## config.mk

```make
export PLATFORM = sky130hd
export DESIGN_NAME = vram_arbiter
export DESIGN_NICKNAME = d
export VERILOG_FILES = /design/src/rtl/vram_arbiter.sv
export SDC_FILE = /design/constraint.sdc
export NUM_CORES = 1
export LEC_CHECK = 0
export ABC_CLOCK_PERIOD_IN_PS = 1500
export CORE_ASPECT_RATIO = 1.25
export CORE_MARGIN = 2
export CORE_UTILIZATION = 35
export CTS_BUF_LIST = sky130_fd_sc_hd__clkbuf_4 sky130_fd_sc_hd__clkbuf_8 sky130_fd_sc_hd__clkbuf_16
export CTS_CLUSTER_DIAMETER = 40
export CTS_CLUSTER_SIZE = 16
export DETAILED_ROUTE_END_ITERATION = 7
export PLACE_DENSITY = 0.74
export SLEW_MARGIN = 20
export SYNTH_ARGS = -nofsm -noshare
export SYNTH_HDL_FRONTEND = slang
export SYNTH_SLANG_ARGS = --single-unit
```

## constraint.sdc

```tcl
create_clock -name clk -period 1.5 [get_ports clk]
set_input_delay 0.3 -clock clk [delete_from_list [all_inputs] [get_ports clk]]
set_output_delay 0.3 -clock clk [all_outputs]
set_load 0.005 [all_outputs]
```

## src/rtl/vram_arbiter.sv

```systemverilog
// Video RAM arbiter: scanout fetches have absolute priority, CPU and SPI debug
// share the remaining slots round-robin; reads return through an owner-tag pipeline.
module vram_arbiter #(
   parameter int AWIDTH = 11,
   parameter int DWIDTH = 16
) (
   input  logic              clk,
   input  logic              reset,
   input  logic              vid_req,
   input  logic [AWIDTH-1:0] vid_addr,
   output logic [DWIDTH-1:0] vid_rdata,
   output logic              vid_valid,
   input  logic              cpu_req,
   input  logic              cpu_we,
   input  logic [AWIDTH-1:0] cpu_addr,
   input  logic [DWIDTH-1:0] cpu_wdata,
   output logic              cpu_ack,
   output logic [DWIDTH-1:0] cpu_rdata,
   output logic              cpu_rdy,
   input  logic              dbg_req,
   input  logic              dbg_we,
   input  logic [AWIDTH-1:0] dbg_addr,
   input  logic [DWIDTH-1:0] dbg_wdata,
   output logic              dbg_ack,
   output logic [DWIDTH-1:0] dbg_rdata,
   output logic              dbg_rdy,
   output logic [AWIDTH-1:0] mem_addr,
   output logic [DWIDTH-1:0] mem_wdata,
   output logic              mem_we,
   output logic              mem_re,
   input  logic [DWIDTH-1:0] mem_rdata
);
   typedef enum logic [1:0] {
      TAG_NONE = 2'd0,
      TAG_VID  = 2'd1,
      TAG_CPU  = 2'd2,
      TAG_DBG  = 2'd3
   } tag_e;

   logic [AWIDTH-1:0] mem_addr_q, mem_addr_d;
   logic [DWIDTH-1:0] mem_wdata_q, mem_wdata_d;
   logic              mem_we_q, mem_we_d, mem_re_q, mem_re_d;
   logic              cpu_ack_q, cpu_ack_d, dbg_ack_q, dbg_ack_d;
   logic              last_dbg_q, last_dbg_d;
   tag_e              tag1_q, tag1_d, tag2_q, tag2_d;
   logic [DWIDTH-1:0] vid_rdata_q, vid_rdata_d, cpu_rdata_q, cpu_rdata_d, dbg_rdata_q, dbg_rdata_d;
   logic              vid_valid_q, vid_valid_d, cpu_rdy_q, cpu_rdy_d, dbg_rdy_q, dbg_rdy_d;
   logic              cpu_elig, dbg_elig, cpu_win, dbg_win;

   // Arbitration, grant loading and read-return steering.
   always_comb begin
      mem_addr_d  = mem_addr_q;
      mem_wdata_d = mem_wdata_q;
      mem_we_d    = 1'b0;
      mem_re_d    = 1'b0;
      cpu_ack_d   = 1'b0;
      dbg_ack_d   = 1'b0;
      last_dbg_d  = last_dbg_q;
      tag1_d      = TAG_NONE;
      tag2_d      = tag1_q;
      vid_rdata_d = vid_rdata_q;
      cpu_rdata_d = cpu_rdata_q;
      dbg_rdata_d = dbg_rdata_q;
      vid_valid_d = 1'b0;
      cpu_rdy_d   = 1'b0;
      dbg_rdy_d   = 1'b0;

      // A requester is ignored during its own ack cycle, capping it at one grant per two cycles.
      cpu_elig = cpu_req & ~cpu_ack_q;
      dbg_elig = dbg_req & ~dbg_ack_q;
      cpu_win  = ~vid_req & cpu_elig & (~dbg_elig | last_dbg_q);
      dbg_win  = ~vid_req & dbg_elig & ~cpu_win;

      if (vid_req) begin
         mem_addr_d = vid_addr;
         mem_re_d   = 1'b1;
         tag1_d     = TAG_VID;
      end else if (cpu_win) begin
         mem_addr_d  = cpu_addr;
         mem_wdata_d = cpu_wdata;
         mem_we_d    = cpu_we;
         mem_re_d    = ~cpu_we;
         cpu_ack_d   = 1'b1;
         last_dbg_d  = 1'b0;
         tag1_d      = cpu_we ? TAG_NONE : TAG_CPU;
      end else if (dbg_win) begin
         mem_addr_d  = dbg_addr;
         mem_wdata_d = dbg_wdata;
         mem_we_d    = dbg_we;
         mem_re_d    = ~dbg_we;
         dbg_ack_d   = 1'b1;
         last_dbg_d  = 1'b1;
         tag1_d      = dbg_we ? TAG_NONE : TAG_DBG;
      end else begin
         mem_we_d = 1'b0;
         mem_re_d = 1'b0;
      end

      case (tag2_q)
         TAG_VID: begin
            vid_rdata_d = mem_rdata;
            vid_valid_d = 1'b1;
         end
         TAG_CPU: begin
            cpu_rdata_d = mem_rdata;
            cpu_rdy_d   = 1'b1;
         end
         TAG_DBG: begin
            dbg_rdata_d = mem_rdata;
            dbg_rdy_d   = 1'b1;
         end
         default: begin
            vid_valid_d = 1'b0;
         end
      endcase
   end

   // State registers; reset also flushes in-flight read ownership.
   always_ff @(posedge clk) begin
      if (reset) begin
         mem_addr_q  <= {AWIDTH{1'b0}};
         mem_wdata_q <= {DWIDTH{1'b0}};
         mem_we_q    <= 1'b0;
         mem_re_q    <= 1'b0;
         cpu_ack_q   <= 1'b0;
         dbg_ack_q   <= 1'b0;
         last_dbg_q  <= 1'b1;
         tag1_q      <= TAG_NONE;
         tag2_q      <= TAG_NONE;
         vid_rdata_q <= {DWIDTH{1'b0}};
         cpu_rdata_q <= {DWIDTH{1'b0}};
         dbg_rdata_q <= {DWIDTH{1'b0}};
         vid_valid_q <= 1'b0;
         cpu_rdy_q   <= 1'b0;
         dbg_rdy_q   <= 1'b0;
      end else begin
         mem_addr_q  <= mem_addr_d;
         mem_wdata_q <= mem_wdata_d;
         mem_we_q    <= mem_we_d;
         mem_re_q    <= mem_re_d;
         cpu_ack_q   <= cpu_ack_d;
         dbg_ack_q   <= dbg_ack_d;
         last_dbg_q  <= last_dbg_d;
         tag1_q      <= tag1_d;
         tag2_q      <= tag2_d;
         vid_rdata_q <= vid_rdata_d;
         cpu_rdata_q <= cpu_rdata_d;
         dbg_rdata_q <= dbg_rdata_d;
         vid_valid_q <= vid_valid_d;
         cpu_rdy_q   <= cpu_rdy_d;
         dbg_rdy_q   <= dbg_rdy_d;
      end
   end

   assign mem_addr  = mem_addr_q;
   assign mem_wdata = mem_wdata_q;
   assign mem_we    = mem_we_q;
   assign mem_re    = mem_re_q;
   assign cpu_ack   = cpu_ack_q;
   assign dbg_ack   = dbg_ack_q;
   assign vid_rdata = vid_rdata_q;
   assign cpu_rdata = cpu_rdata_q;
   assign dbg_rdata = dbg_rdata_q;
   assign vid_valid = vid_valid_q;
   assign cpu_rdy   = cpu_rdy_q;
   assign dbg_rdy   = dbg_rdy_q;
endmodule

```

==> metrics, run 1 <==
crit path buf inv count 3; final worst path period need 1489 ps; H-Tree Depth 3; most common cell after layout, fill and taps aside nand2_1; worst slew pin tran ~560 ps; Initial Utilization between 30% and 40%; die footprint roughly 0.011 mm2; Worst setup SP type input pin; Congestion Overflow GR 0; CTS tree yes; # DRC 0; antenna violations before repair 0; Post-layout nets between 600 and 700; routed wire length 10.52 mm; Pleak approximately 3 nW; Final Util 61.94%; max-cap violation count 0; Pwr Total around 5.4 mW; first-pass GRT wire length between 15 and 20 mm; highest-count cells in the layout ignoring fill and taps nand2_1, clkdlybuf4s50_1, dfxtp_1, a21oi_1, dlymetal6s2s_1; CTS buffer count 9; Cell Area, Synth between 0.003 and 0.004 mm2; slowest stage delay, CP 440 ps; Die Width approximately 92 um; IO Pins 170; crit path max fanout 12; hold buffers post-CTS 0; Total GRT Usage 19.53%; CP delay by family, top buffers and inverters; register area share after synthesis between 50 and 60%; clk slew on worst S/H paths approximately 60 ps; CP max-delay cell clkdlybuf4s50_1; yosys warns 0; FF-to-FF path depth 4; fillcell total about 800; Crit path required time between 1500 and 2000 ps; vias in the first global route approximately 3.6k; Power Density just over 900 mW/mm2; vias per cell 4.953; Max Clk Rate 671.5 MHz; clock latency at the later pin of the worst-skew pair approximately 330 ps; WP depth 6; Pins Over Slew Limit 0; min-delay worst type in2reg; reg-to-reg slack, setup roughly 30 ps; Pre-Repair DR Iteration Count 5; Iter 0 DRT Violations around 110; critical path arrival about 1800 ps; post-DP HPWL roughly 8 mm; vias 3616; critical path class in2reg; Routed WL per cell around 14 um; largest net degree at the start of global routing just over 50; RSZ-0062 raised after global routing true; Port Buf Inserts approximately 170; status finished, final reports clean; syn avg cell area a little over 8 um2; Synth cell types 27; final hold violations 0; Area Overhead vs Synth 72.95%; crit path cell chain clkdlybuf4s50_1 -> buf_4 -> nor3b_4 -> buf_4 -> or3_4 -> a31oi_1; crit end category flop; Synthesized Nets 509; proportion of layout cells with a drive suffix above 1 between 10% and 20%; die height approximately 110 um; Clock Tree Buf Depth 2; hold path depth 5; Final Cycle Share 99.28%; clock root buffer clkbuf_16; CP most frequent cell buf_4; CTS sink cnt between 80 and 90; Max transition margin 62.64%; Gate Count Post-Synth about 420; ANT cells 0; GP Congestion a little over 0.8; core area around 0.0096 mm2; Final ANT Viol Nets 0; Setup violations, final 0; FP Rows 40; VDD IR max roughly 0.56 mV; #FFs+latches synth 87; clk_skew 8.136 ps
==> cell families after synthesis <==
group	synth area share (%)
buf+inv	5.884
compound gates	19.04
simple gates	24.20
flops	50.88
==> routing by layer <==
metal | up-vias | share of wire [%] | routed length [um] | global-route usage (%)
li1 | 1781 | - | - | -
met1 | 1668 | 39 | 4093 | 20.97
met2 | 155 | 51 | 5327 | 35.82
met3 | 12 | 9.0 | 946 | 6.254
met4 | 0 | 1.4 | 149 | 6.766
met5 | - | 0 | 0 | 0
==> power breakdown <==
group	switching (mW)	internal (mW)	total (mW)
clock network	0.901	1.20	2.10
logic	0.350	0.493	0.843
registers	0.0553	2.42	2.47
total	1.31	4.11	5.41
==> final timing paths <==
| path | from | endpoint |
|---|---|---|
| hold / removal | reset | cpu_ack |
| setup reg to reg | cpu_ack | mem_wdata[3] |
| setup / recovery | dbg_req | mem_re |
| hold reg to reg | tag1_q[1] | tag2_q[1] |
==> Yosys cell counts, drive strengths merged <==
cell,instances,area [um2]
a21oi,51,255.2
a221oi,11,96.34
a311oi,16,196.4
a31oi,1,6.260
and2,1,6.260
and3b,1,8.760
buf,11,62.55
clkbuf,24,90.09
dfxtp,87,1742
inv,13,48.80
nand2,140,525.5
nand2b,2,12.51
nor2,7,26.28
nor2b,7,43.79
nor3,28,140.1
nor3b,2,20.02
o211ai,1,7.510
o21bai,1,7.510
o31ai,11,82.58
or2,1,6.260
or3,2,12.51
or3b,3,26.28
==> sequential cells by signal, summed over array words and instances, names as in the netlist <==
register,flops
cpu_ack,1
dbg_ack,1
vid_valid,1
cpu_rdata,16
tag2_q,2
mem_re,1
mem_we,1
mem_addr,11
tag1_q,2
dbg_rdata,16
last_dbg_q,1
vid_rdata,16
cpu_rdy,1
dbg_rdy,1
mem_wdata,16
==> what timing repair did <==
action                     4_1_cts  5_1_grt
pin swaps                        3        0
gates resized for setup         29       79
setup buffers                    1        1
setup endpoints to repair       45       76
==> through the flow <==
| step | area (um2) | std cells | worst slack (ps) | hold slack [ps] | TNS [ps] |
|---|---|---|---|---|---|
| 2_1_floorplan | 3423 | 421 | 21.47 | 413.8 | 0 |
| 3_3_place_gp | 5353 | 712 | -370.4 | 434.3 | -11120 |
| 3_5_place_dp | 5353 | 712 | -391.3 | 435.4 | -12220 |
| 4_1_cts | 5667 | 729 | 1.727 | 418.5 | 0 |
| 5_1_grt | 5921 | 730 | -25.30 | 441.4 | -93.76 |
| 6_report | 5921 | 730 | 10.83 | 421.6 | 0 |
==> final cells by class <==
type	count	area [um2]	share of cell area [%]
clock buffers	11	246.5	4.163
clock inverters	5	41.29	0.6974
inverters	13	48.80	0.8242
multi-input cells	286	1610	27.20
flip-flops and latches	87	1767	29.84
well taps	126	157.7	2.663
repair buffers	202	2049	34.62
==> worst register-to-register path, delay by kind of cell, from the launching register on <==
| family | cells | cell delay, ps |
|---|---|---|
| buf+inv | 1 | 150 |
| flops | 1 | 320 |
| compound gates | 1 | 250 |
| simple gates | 2 | 650 |
Power figures use the tool's default switching activity.
==> inputs of run 2 (changes only) <==
CORE_ASPECT_RATIO = not set   (was 1.25)
==> run 2 against run 1 <==
- clock skew up 2.2 ps
- cell count rose by 0.14%
- setup slack gained 12 ps
- critical endpoint is now dbg_rdata[4]
- largest cell class unchanged
==> metrics, run 2 (synthesis results as in run 1) <==
RSZ-0062 raised after global routing true; crit path max fanout 2; Iter 0 DRT Violations just under 70; Post-layout nets approximately 680; routed wire length ~11 mm; post-DP HPWL 7.432 mm; Total GRT Usage approximately a fifth; # DRC 0; critical path arrival 1180 ps; GP Congestion just over 0.8; H-Tree Depth 3; WP depth 1; Routed WL per cell approximately 15 um; vias 3642; vias per cell 4.982; Final Cycle Share 98.46%; Port Buf Inserts around 170; switching share of power 26.44%; vias in the first global route 3535; clk_skew 10.29 ps; Switching Power approximately 1.3 mW; Pwr Total between 4 and 5 mW; Die Width 102.9 um; proportion of layout cells with a drive suffix above 1 19.23%; Post-Route Setup TNS 0 ps; CP delay by family, top buffers and inverters; most common cell after layout, fill and taps aside nand2_1; FP Rows 36; largest net degree at the start of global routing 73; dpl cell area around 0.0053 mm2; Worst setup SP type flop; final hold violations 0; Max transition margin between 70% and 80%; ANT cells 0; critical path class reg2out; final worst path period need 1477 ps; DP Cell Count around 710; Pleak between 2 and 3 nW; Initial Utilization between 30% and 40%; IO Pins 170; clock latency at the later pin of the worst-skew pair around 350 ps; clock root buffer clkbuf_8; Max Clk Rate roughly 680 MHz; CTS tree yes; first-pass GRT wire length 16.47 mm; fin area between 0.005 and 0.006 mm2; Setup violations, final 0; Final Util around three fifths; CP max-delay cell clkdlybuf4s50_1; min-delay worst type in2reg; CTS sink cnt 87; antenna violations before repair 0; Crit path required time approximately 1200 ps; Pre-Repair DR Iteration Count 4; Final ANT Viol Nets 0; Setup WS post-layout between 20 and 25 ps; die height 102.9 um; Gate power share 16.8%; VDD IR max just over 0.5 mV; crit end category primary output; post-route insts no fill around 730; reg-to-reg slack, setup roughly 60 ps; highest-count cells in the layout ignoring fill and taps nand2_1, clkdlybuf4s50_1, a21oi_1, dfxtp_2, dlygate4sd2_1; worst slew pin tran around 350 ps; crit path buf inv count 1; slowest stage delay, CP about 500 ps; Power Density about 840 mW/mm2; hold path depth 2; Internal Pwr Total about 3.5 mW; clk slew on worst S/H paths ~80 ps; Place WS -470.1 ps; max-cap violation count 0; Area Overhead vs Synth 66.19%; crit path cell chain clkdlybuf4s50_1; die footprint between 0.01 and 0.015 mm2; fillcell total around 870; core area approximately 0.0096 mm2; FF-to-FF path depth 6; CTS buffer count 9; Congestion Overflow GR 0; status finished, final reports clean; hold slack final roughly 240 ps; Clk pwr share about 31%; Pins Over Slew Limit 0; sequential share of power 51.9%; Clock Tree Buf Depth 2
## run 2: cell types whose count changed in the layout (fill, tap and decap cells not counted), sizes merged
| cell | previous run | this run |
|---|---|---|
| dlygate4sd2 | 14 | 47 |
| clkdlybuf4s50 | 107 | 87 |
| dlymetal6s2s | 47 | 34 |
| buf | 34 | 27 |
| clkbuf | 11 | 10 |
| clkinv | 2 | 1 |
| clkinvlp | 2 | 3 |
| inv | 14 | 15 |
| or2 | 1 | 2 |
## run 2: area by class of cell
| class | instances | area (um2) | share of cell area [%] |
|---|---|---|---|
| clock buffer | 10 | 131.4 | 2.309 |
| clock inverter | 6 | 45.04 | 0.7917 |
| inverter | 13 | 48.80 | 0.8577 |
| multi-input combinational | 287 | 1555 | 27.34 |
| sequential | 87 | 1803 | 31.69 |
| tap | 133 | 166.4 | 2.925 |
| timing repair buffer | 195 | 1939 | 34.09 |
## run 2: final timing paths
kind	from	end
worst max-delay path	dbg_rdata[4]	dbg_rdata[4]
worst min-delay path	reset	dbg_ack
worst max register to register	dbg_ack	mem_wdata[12]
worst min register to register	tag1_q[1]	tag2_q[1]
## run 2: per-layer routing
metal  part of all wire (%)  GRT usage (%)
met1                     43          24.75
met2                     48          32.97
met3                    7.3          4.068
met4                    1.8          7.389
met5                      0              0
## run 2: power by group through the flow
stage	clock (mW)	sequential, mW	combinational [mW]
CTS	1.52	2.48	0.793
global route	1.62	2.49	0.867
finish	1.49	2.48	0.801
floorplan	0	2.52	0.279
detailed placement	0	2.52	0.823
global placement	0	2.52	0.810
## run 2: repair_timing
item / in CTS / in global routing
cloned: 1 / 0
pin swaps: 3 / 3
hold buffers: 0 / 0
setup endpoints to repair: 93 / 61
gates resized for setup: 105 / 43
setup buffers: 0 / 2
